File: src/rtl/countdown_timer.sv
// Loadable down-counter with one-shot and auto-reload modes, pause, abort and a
// registered terminal-count flag.
module countdown_timer #(
    parameter int unsigned COUNT_WIDTH = 8
) (
    input  logic                   clk,
    input  logic                   rst,
    input  logic                   start,
    input  logic [COUNT_WIDTH-1:0] load_val,
    input  logic                   auto_reload,
    input  logic                   pause,
    input  logic                   abort,
    output logic [COUNT_WIDTH-1:0] count,
    output logic                   busy,
    output logic                   done
);

    typedef enum logic {
        IDLE = 1'b0,
        RUN  = 1'b1
    } state_t;

    state_t                 state;
    logic [COUNT_WIDTH-1:0] reload_val;
    logic                   reload_mode;

    // Priority: reset, then abort, then the per-state behaviour.
    always_ff @(posedge clk) begin
        if (rst) begin
            state       <= IDLE;
            count       <= '0;
            busy        <= 1'b0;
            done        <= 1'b0;
            reload_val  <= '0;
            reload_mode <= 1'b0;
        end else if (abort) begin
            state <= IDLE;
            count <= '0;
            busy  <= 1'b0;
            done  <= 1'b0;
        end else begin
            case (state)
                IDLE: begin
                    if (start) begin
                        state       <= RUN;
                        count       <= load_val;
                        reload_val  <= load_val;
                        reload_mode <= auto_reload;
                        busy        <= 1'b1;
                        done        <= (load_val == '0);
                    end
                end
                RUN: begin
                    if (count == '0) begin
                        // Terminal cycle: pause has no effect here.
                        if (reload_mode) begin
                            count <= reload_val;
                            done  <= (reload_val == '0);
                        end else begin
                            state <= IDLE;
                            busy  <= 1'b0;
                            done  <= 1'b0;
                        end
                    end else if (pause) begin
                        done <= 1'b0;
                    end else begin
                        count <= count - COUNT_WIDTH'(1);
                        done  <= (count == COUNT_WIDTH'(1));
                    end
                end
                default: begin
                    state <= IDLE;
                    busy  <= 1'b0;
                    done  <= 1'b0;
                end
            endcase
        end
    end

endmodule

File: config.mk
export PLATFORM = sky130hd
export DESIGN_NAME = countdown_timer
export DESIGN_NICKNAME = d
export VERILOG_FILES = /design/src/rtl/countdown_timer.sv
export SDC_FILE = /design/constraint.sdc
export NUM_CORES = 1
export LEC_CHECK = 0
export CORE_AREA = 2 2 50 52
export CTS_CLUSTER_SIZE = 30
export DETAILED_ROUTE_END_ITERATION = 8
export DIE_AREA = 0 0 52 54
export PLACE_DENSITY_LB_ADDON = 0.12
export REMOVE_ABC_BUFFERS = 1
export SETUP_SLACK_MARGIN = 0.2
export SLEW_MARGIN = 20
export SYNTH_ARGS = -nofsm -noshare
export SYNTH_HDL_FRONTEND = slang
export SYNTH_SLANG_ARGS = --single-unit
File: constraint.sdc
create_clock -name clk -period 4.3 [get_ports clk]
set_clock_uncertainty 0.15 [all_clocks]
set_input_delay 0.86 -clock clk [delete_from_list [all_inputs] [get_ports clk]]
set_output_delay 0.86 -clock clk [all_outputs]
set_load 0.005 [all_outputs]
# Word-level counts from Yosys, hierarchy flattened
# Index checks and enable logic that the tools add are counted.
# totals
in_bits,14
reg_bits,20
elab_cells,40
output_inout_bits,10
# classes
n_reduce_logical,7
n_bitwise,2
mux,18
addsub,1
n_eq_ne,6
# op_table
cell,count
two-way mux 8 bit,4
zero test 8 bit,3
one-hot mux 8 bit (2 select lines),1
two-way mux 1 bit,10
AND reduction 3 bit,3
== test 8 x 1 -> 1 bit (second input constant),1
subtractor 8 x 1 -> 8 bit (second input constant),1
one-hot mux 1 bit (2 select lines),3
inequality test 2 bit (second input constant),2
inequality test 3 x 2 -> 1 bit (second input constant),1
inequality test 3 bit (second input constant),1
inequality test 2 x 1 -> 1 bit (second input constant),1
NOT 1 bit,2
OR reduction 2 bit,1

# Longest topological paths before layout
# Gate-level depths: netlist of the first run.
# logic_depth
ltp_word,4
mapped_depth,9
depth_no_buf,7

# Least setup slack after synthesis of the first run
# No wires, ideal clock.
# synth_path
kind,register to register
start,reg count[0]
end,reg count[0]
arrival_ns,1.836
t_required_ns,4.025
synth_period_minus_slack_ns,2.111
path_buffers,2
path_stages_with_launch,10
slack_ns,2.189
setup_ns,0.125
path_cell_list,dfxtp_1 -> inv_1 -> ha_1 -> or4b_1 -> buf_2 -> nor3_4 -> o31ai_2 -> buf_6 -> o2111ai_2 -> o31ai_2
# synth_between
elab_chain_cells,4
word_cells_on_any_way,8
classes_between,1 x add/sub; 2 x eq/ne; 3 x mux; 2 x reduce/logical
# synth_lines
element,line,text
"start, declared",13,"output logic [COUNT_WIDTH-1:0] count,"
"start signal, assigned",46,count <= load_val;
"start signal, assigned",57,count <= reload_val;
"start signal, assigned",67,count <= count - COUNT_WIDTH'(1);
subtractor 8 x 1 -> 8 bit,67,
two-way mux 8 bit,64,end else if (pause) begin
two-way mux 8 bit,54,if (count == '0) begin
one-hot mux 8 bit (2 select lines),42,case (state)
# Several ways; a longest one is shown, not always the timed one. The select of a mux whose other input is x is not followed.
# A chain may end at the register's enable or synchronous reset.

# Worst setup path after layout of the first run
# layout_path
start,reg count[0]
end,reg count[3]
# Same word-level chain as after synthesis.

==> impl_metrics.py, run 1 <==
metrics = {
    "floorplan": {
        "die_h_um": 54,
        "die_x_um": 52,
        "io_pins": 24,
        "row_count": 18,
        "core_area_um2": 2320,
        "dieArea_um2": 2810,
        "initial_utilization": 0.494,
    },
    "setup_path": {
        "r2r_end": "count[3]$_SDFFE_PP0P_",
        "critical_path_arrival_ns": 2.94,
        "rr_worst_depth": 7,
        "critical_path.endpoint_type": "flop",
        "r2r_slack_ns": 1.45,
        "worst-setup-path-type": "reg -> reg",
        "cp_max_fo": 15,
        "reg2reg_from": "count[0]$_SDFFE_PP0P_",
        "critPathLaunchType": "flop",
        "critPathRequiredTime_ns": 4.39,
        "startpoint": "count[0]$_SDFFE_PP0P_",
    },
    "clock_tree": {
        "hold_buffers": 0,
        "cts_resized": 0,
        "cts_tree": "done",
        "h-tree-depth": 1,
        "clk_pin_slew_ns": 0.11,
        "clkLatencyLatePin_ns": 0.31,
        "clk_path_buf_depth": 2,
        "cts_sinks": 20,
        "root_buffer": "clkbuf_4",
        "cts_made_buffers": 3,
        "post_cts_buffers": 0,
    },
    "yosys": {
        "synth_flop_cell": "dfxtp_1",
        "synth_async_sr_flop_share": 0,
        "synth.area.top_cells": "dfxtp_1, mux2i_1, nand2_1",
        "synth_top_area_share": 0.349,
        "synth.largest_area_cell": "dfxtp_1",
        "avgSynthCellArea_um2": 8.43,
        "synth.distinct_cells": 38,
        "synth_seq_area_share": 0.349,
        "synth_area_um2": 1150,
        "ys_warn_count": 0,
        "synth-edff-count": 0,
        "synth-seq-cells": 20,
        "syn_inst": 136,
    },
    "worst_hold_path": {
        "worstHoldPathType": "reg -> reg",
        "min_to": "busy$_SDFFE_PP0P_",
        "hp-start": "busy$_SDFFE_PP0P_",
        "hold_depth": 2,
    },
    "timing": {
        "rsz0062_at_grt": "false",
        "slew_violations": 0,
        "setup_viol": 0,
        "finalHoldViolCount": 0,
        "period_minus_slack_ns": 2.85,
        "max_slew.worst_pin.slew_ns": 0.941,
        "finalSetupTns_ns": 0,
        "slew_headroom": 0.369,
        "fin_crit_sh": 0.663,
        "max_freq_mhz": 351,
    },
    "pwr": {
        "ir_drop_mv": 0.202,
        "p_leak_nw": 0.502,
        "total_power_mw": 0.430,
        "p_per_area_nw_per_um2": 302,
    },
    "finish": {
        "layout-drive-gt1-share": 0.0823,
        "final_nets": 176,
        "fill_cells": 203,
        "final_common_cell": "clkdlybuf4s50_1",
        "multi_input_area_um2": 696,
        "seqCellArea_um2": 400,
        "areaGrowthSynthToFinish_pct": 24.1,
        "diodes": 0,
        "fin_area_um2": 1420,
        "final_cell_mix": "clkdlybuf4s50_1, dfxtp_1, nand2_1",
        "final_util": 0.613,
    },
    "place": {
        "io_buffers": 23,
        "dpl.hpwl_mm": 2.24,
        "place.gp.congestion": 0.949,
        "placed_area_um2": 1390,
    },
    "drt": {
        "drt_iter0_drc": 36,
        "drt-total-wl_mm": 2.93,
        "viasPerCell": 6.10,
        "ant_nets": 0,
        "wl_per_cell_um": 15.6,
        "dr_total_vias": 1147,
        "firstDrtPassIters": 4,
        "drc_errors": 0,
    },
    "run_status": {
        "status": "finished clean",
    },
    "grt": {
        "grt_pass1_vias": 1047,
        "overflow": 0,
        "grt_pass1_wl_mm": 4.77,
        "grt_use_total": 0.234,
        "grt_max_degree": 16,
        "grt_antenna_before_repair": 0,
    },
    "flow_run": {
        "maxCapViolations": 0,
    },
}
layout make-up:
type / count / area share
Clock buffer: 4 / 0.0255
Inverter: 6 / 0.0158
Multi-Input combinational cell: 105 / 0.489
Sequential cell: 20 / 0.281
Tap cell: 30 / 0.0264
Timing Repair Buffer: 23 / 0.162
cell families after synthesis:
| logic type | count (synthesis) | synth area share |
|---|---|---|
| compound gates | 39 | 0.233 |
| xor+xnor | 2 | 0.0153 |
| fa+ha+maj | 3 | 0.0328 |
| buf+inv | 11 | 0.0437 |
| flops | 20 | 0.349 |
| mux | 11 | 0.0961 |
| simple gates | 50 | 0.230 |
synth_stat cells, types with 3 or more instances:
master,instances
a21oi_1,7
nor3_1,6
nand2_1,15
a31oi_1,5
o211ai_1,6
o21ai_0,10
clkbuf_1,3
dfxtp_1,20
nor2_1,14
mux2i_1,11
ha_1,3
inv_1,6
metrics by stage:
| stage | worst slack [ns] | instances | hold WS [ns] |
|---|---|---|---|
| after global placement | 1.56 | 184 | 0.299 |
| final | 1.45 | 188 | 0.321 |
| after CTS | 1.50 | 188 | 0.324 |
| after floorplan | 1.99 | 131 | 0.301 |
| after detailed placement | 1.42 | 184 | 0.308 |
| after global routing | 1.21 | 188 | 0.357 |
state kept, by name, summed over array words and instances (netlist names):
register,cells
busy,1
count,8
state,1
reload_mode,1
reload_val,8
done,1
critical path: stages, from the launching register on:
cell and delay (ns):
dfxtp_1 0.38, inv_1 0.15, ha_1 0.29, nor4b_2 0.44, a21boi_1 0.16, o31ai_2 0.82, o21ai_0 0.19, a31oi_1 0.20
where the power goes:
part	switching (mW)	internal (mW)	total (mW)	leakage, nW
clock	0.0596	0.0517	0.111	0.0210
sequential	0.0140	0.194	0.208	0.163
combinational	0.0595	0.0508	0.110	0.318
worst max-delay path by stage:
| stage | to | slack [ns] | depth (start not counted) |
|---|---|---|---|
| floorplan | count[0]$_SDFFE_PP0P_ | 1.99 | 7 |
| global placement | count[0]$_SDFFE_PP0P_ | 1.56 | 5 |
| detailed placement | count[3]$_SDFFE_PP0P_ | 1.42 | 5 |
| CTS | count[3]$_SDFFE_PP0P_ | 1.50 | 7 |
| global route | count[6]$_SDFFE_PP0P_ | 1.21 | 7 |
| finish | count[3]$_SDFFE_PP0P_ | 1.45 | 7 |
layer usage:
metal / share of wire / global-route usage / wire length, um
met3: 0.10 / 0.0333 / 298
met5: 0 / 0 / 0
met2: 0.46 / 0.376 / 1360
met1: 0.42 / 0.307 / 1230
met4: 0.016 / 0.114 / 46
Power figures use the tool's default switching activity.
==> inputs of run 2 (changes only) <==
CORE_AREA = 2 2 54 56   (was 2 2 50 52)
DIE_AREA = 0 0 56 58   (was 0 0 52 54)
clock period = 2.4 ns   (was 4.3 ns; I/O delays follow)
==> run 2 against run 1 <==
Net effect:
- critical path depth rose by 1
- critical endpoint is now count[1]$_SDFFE_PP0P_
- largest cell class unchanged
- critical path type unchanged
- final cell count rose by 8.0%
- wire length rose by 9.9%
==> impl_metrics.py, run 2 (same netlist as run 1, synthesis figures left out) <==
metrics = {
    "run_status": {
        "status": "finished clean",
    },
    "finish": {
        "stdcell_count": 203,
        "final_nets": 190,
        "final_cell_mix": "clkdlybuf4s50_1, dfxtp_1, nand2_1",
        "areaGrowthSynthToFinish_pct": 36.7,
        "final_util": 0.588,
        "layout-drive-gt1-share": 0.174,
        "fin_area_um2": 1570,
        "reg.largest.list": "count: 8 flops, reload_val: 8 flops",
        "final_common_cell": "clkdlybuf4s50_1",
        "diodes": 0,
        "fill_cells": 247,
    },
    "clock_tree": {
        "clkLatencyLatePin_ns": 0.30,
        "cts_tree": "done",
        "root_buffer": "clkbuf_4",
        "hold_buffers": 0,
        "cts_made_buffers": 3,
        "cts_sinks": 20,
        "clk_pin_slew_ns": 0.12,
        "h-tree-depth": 1,
        "clk_path_buf_depth": 2,
    },
    "place": {
        "pre_cts_ws_ns": -0.124,
        "placed_area_um2": 1480,
        "place_inst": 197,
        "place.gp.congestion": 0.894,
        "dpl.hpwl_mm": 2.38,
        "io_buffers": 23,
    },
    "grt": {
        "met2_usage": 0.366,
        "busiest_layer": "met2",
        "use_met3": 0.0246,
        "grt_use_total": 0.215,
        "grt_pass1_wl_mm": 5.54,
        "grt_antenna_before_repair": 0,
        "grt_max_degree": 16,
        "overflow": 0,
        "grt_pass1_vias": 1157,
        "grt_use_met1": 0.291,
    },
    "worst_hold_path": {
        "worstHoldPathType": "reg -> reg",
        "hold_depth": 2,
    },
    "setup_path": {
        "path_cells": "inv_1, ha_4, or4b_4, nor3_4, o31ai_4, buf_12, o21ai_0, a31oi_1",
        "cp_max_fo": 15,
        "critical_path_arrival_ns": 2.13,
        "critical_path.endpoint_type": "flop",
        "cpPeakStageDelay_ns": 0.48,
        "critPathRequiredTime_ns": 2.45,
        "crit_slowest_cell": "or4b_4",
        "rr_worst_depth": 8,
        "critPathLaunchType": "flop",
        "worst-setup-path-type": "reg -> reg",
    },
    "timing": {
        "setup_viol": 0,
        "period_minus_slack_ns": 2.08,
        "max_slew.worst_pin.slew_ns": 0.390,
        "worst_hold_slack_ns": 0.318,
        "finalHoldViolCount": 0,
        "finalSetupTns_ns": 0,
        "max_freq_mhz": 480,
        "slew_violations": 0,
        "setup_ws_ns": 0.319,
        "slew_headroom": 0.738,
        "rsz0062_at_grt": "false",
        "fin_crit_sh": 0.867,
    },
    "drt": {
        "drt_iter0_drc": 76,
        "dr_total_vias": 1136,
        "wl_per_cell_um": 15.9,
        "drt-total-wl_mm": 3.22,
        "firstDrtPassIters": 4,
        "drc_errors": 0,
        "ant_nets": 0,
        "viasPerCell": 5.60,
    },
    "pwr": {
        "comb_power_share": 0.308,
        "p_leak_nw": 0.578,
        "internal_power_mw": 0.568,
        "total_power_mw": 0.825,
        "switching_share": 0.311,
        "seqPwrFrac": 0.445,
        "clkPwrFrac": 0.246,
        "power_switching_mw": 0.257,
        "p_per_area_nw_per_um2": 527,
        "ir_drop_mv": 0.329,
    },
    "flow_run": {
        "maxCapViolations": 0,
    },
    "floorplan": {
        "row_count": 19,
        "die_h_um": 58,
        "core_area_um2": 2660,
        "die_x_um": 56,
        "initial_utilization": 0.430,
        "io_pins": 24,
        "dieArea_um2": 3250,
    },
}
==> run 2: timing repair <==
item | CTS | global route
gates cloned | 0 | 0
pin swaps | 1 | 1
buffers inserted | 1 | 1
resized for setup | 1 | 5
setup endpoints to repair | 8 | 7
==> run 2: power groups by stage <==
stage	clock network, mW	logic, mW	registers [mW]
final	0.203	0.254	0.368
after global routing	0.219	0.277	0.371
after CTS	0.204	0.240	0.367
after detailed placement	0	0.228	0.374
after global placement	0	0.226	0.374
after floorplan	0	0.123	0.374
==> run 2: layer usage <==
metal	share of wire	wire length, um
met4	0.0050	16
met2	0.48	1550
met1	0.47	1500
met5	0	0
met3	0.048	155
==> run 2: area by class of cell <==
type | instances | area (um2) | share of cell area
clock buffer | 4 | 36.3 | 0.0232
inverter | 6 | 22.5 | 0.0144
multi-input combinational | 105 | 721 | 0.460
sequential | 20 | 400 | 0.256
tap | 31 | 38.8 | 0.0248
timing repair buffer | 37 | 348 | 0.222
==> run 2: worst paths after layout <==
kind	start	end	slack, ns
max reg2reg	count[1]$_SDFFE_PP0P_	count[1]$_SDFFE_PP0P_	0.32
min	busy$_SDFFE_PP0P_	busy$_SDFFE_PP0P_	0.32
max	count[1]$_SDFFE_PP0P_	count[1]$_SDFFE_PP0P_	0.32
min reg2reg	busy$_SDFFE_PP0P_	busy$_SDFFE_PP0P_	0.32
==> run 2: worst max-delay path, delay by kind of cell, from the launching register on <==
| kind | cells | cell delay [ns] |
|---|---|---|
| compound gates | 3 | 0.31 |
| buf+inv | 2 | 0.29 |
| flops | 1 | 0.34 |
| simple gates | 2 | 0.73 |
| fa+ha+maj | 1 | 0.16 |
==> inputs of run 3 (changes only) <==
SKIP_LAST_GASP = 1   (was not set)
==> results of run 3 <==
The final DEF is identical to that of run 2; final timing and power are the same.
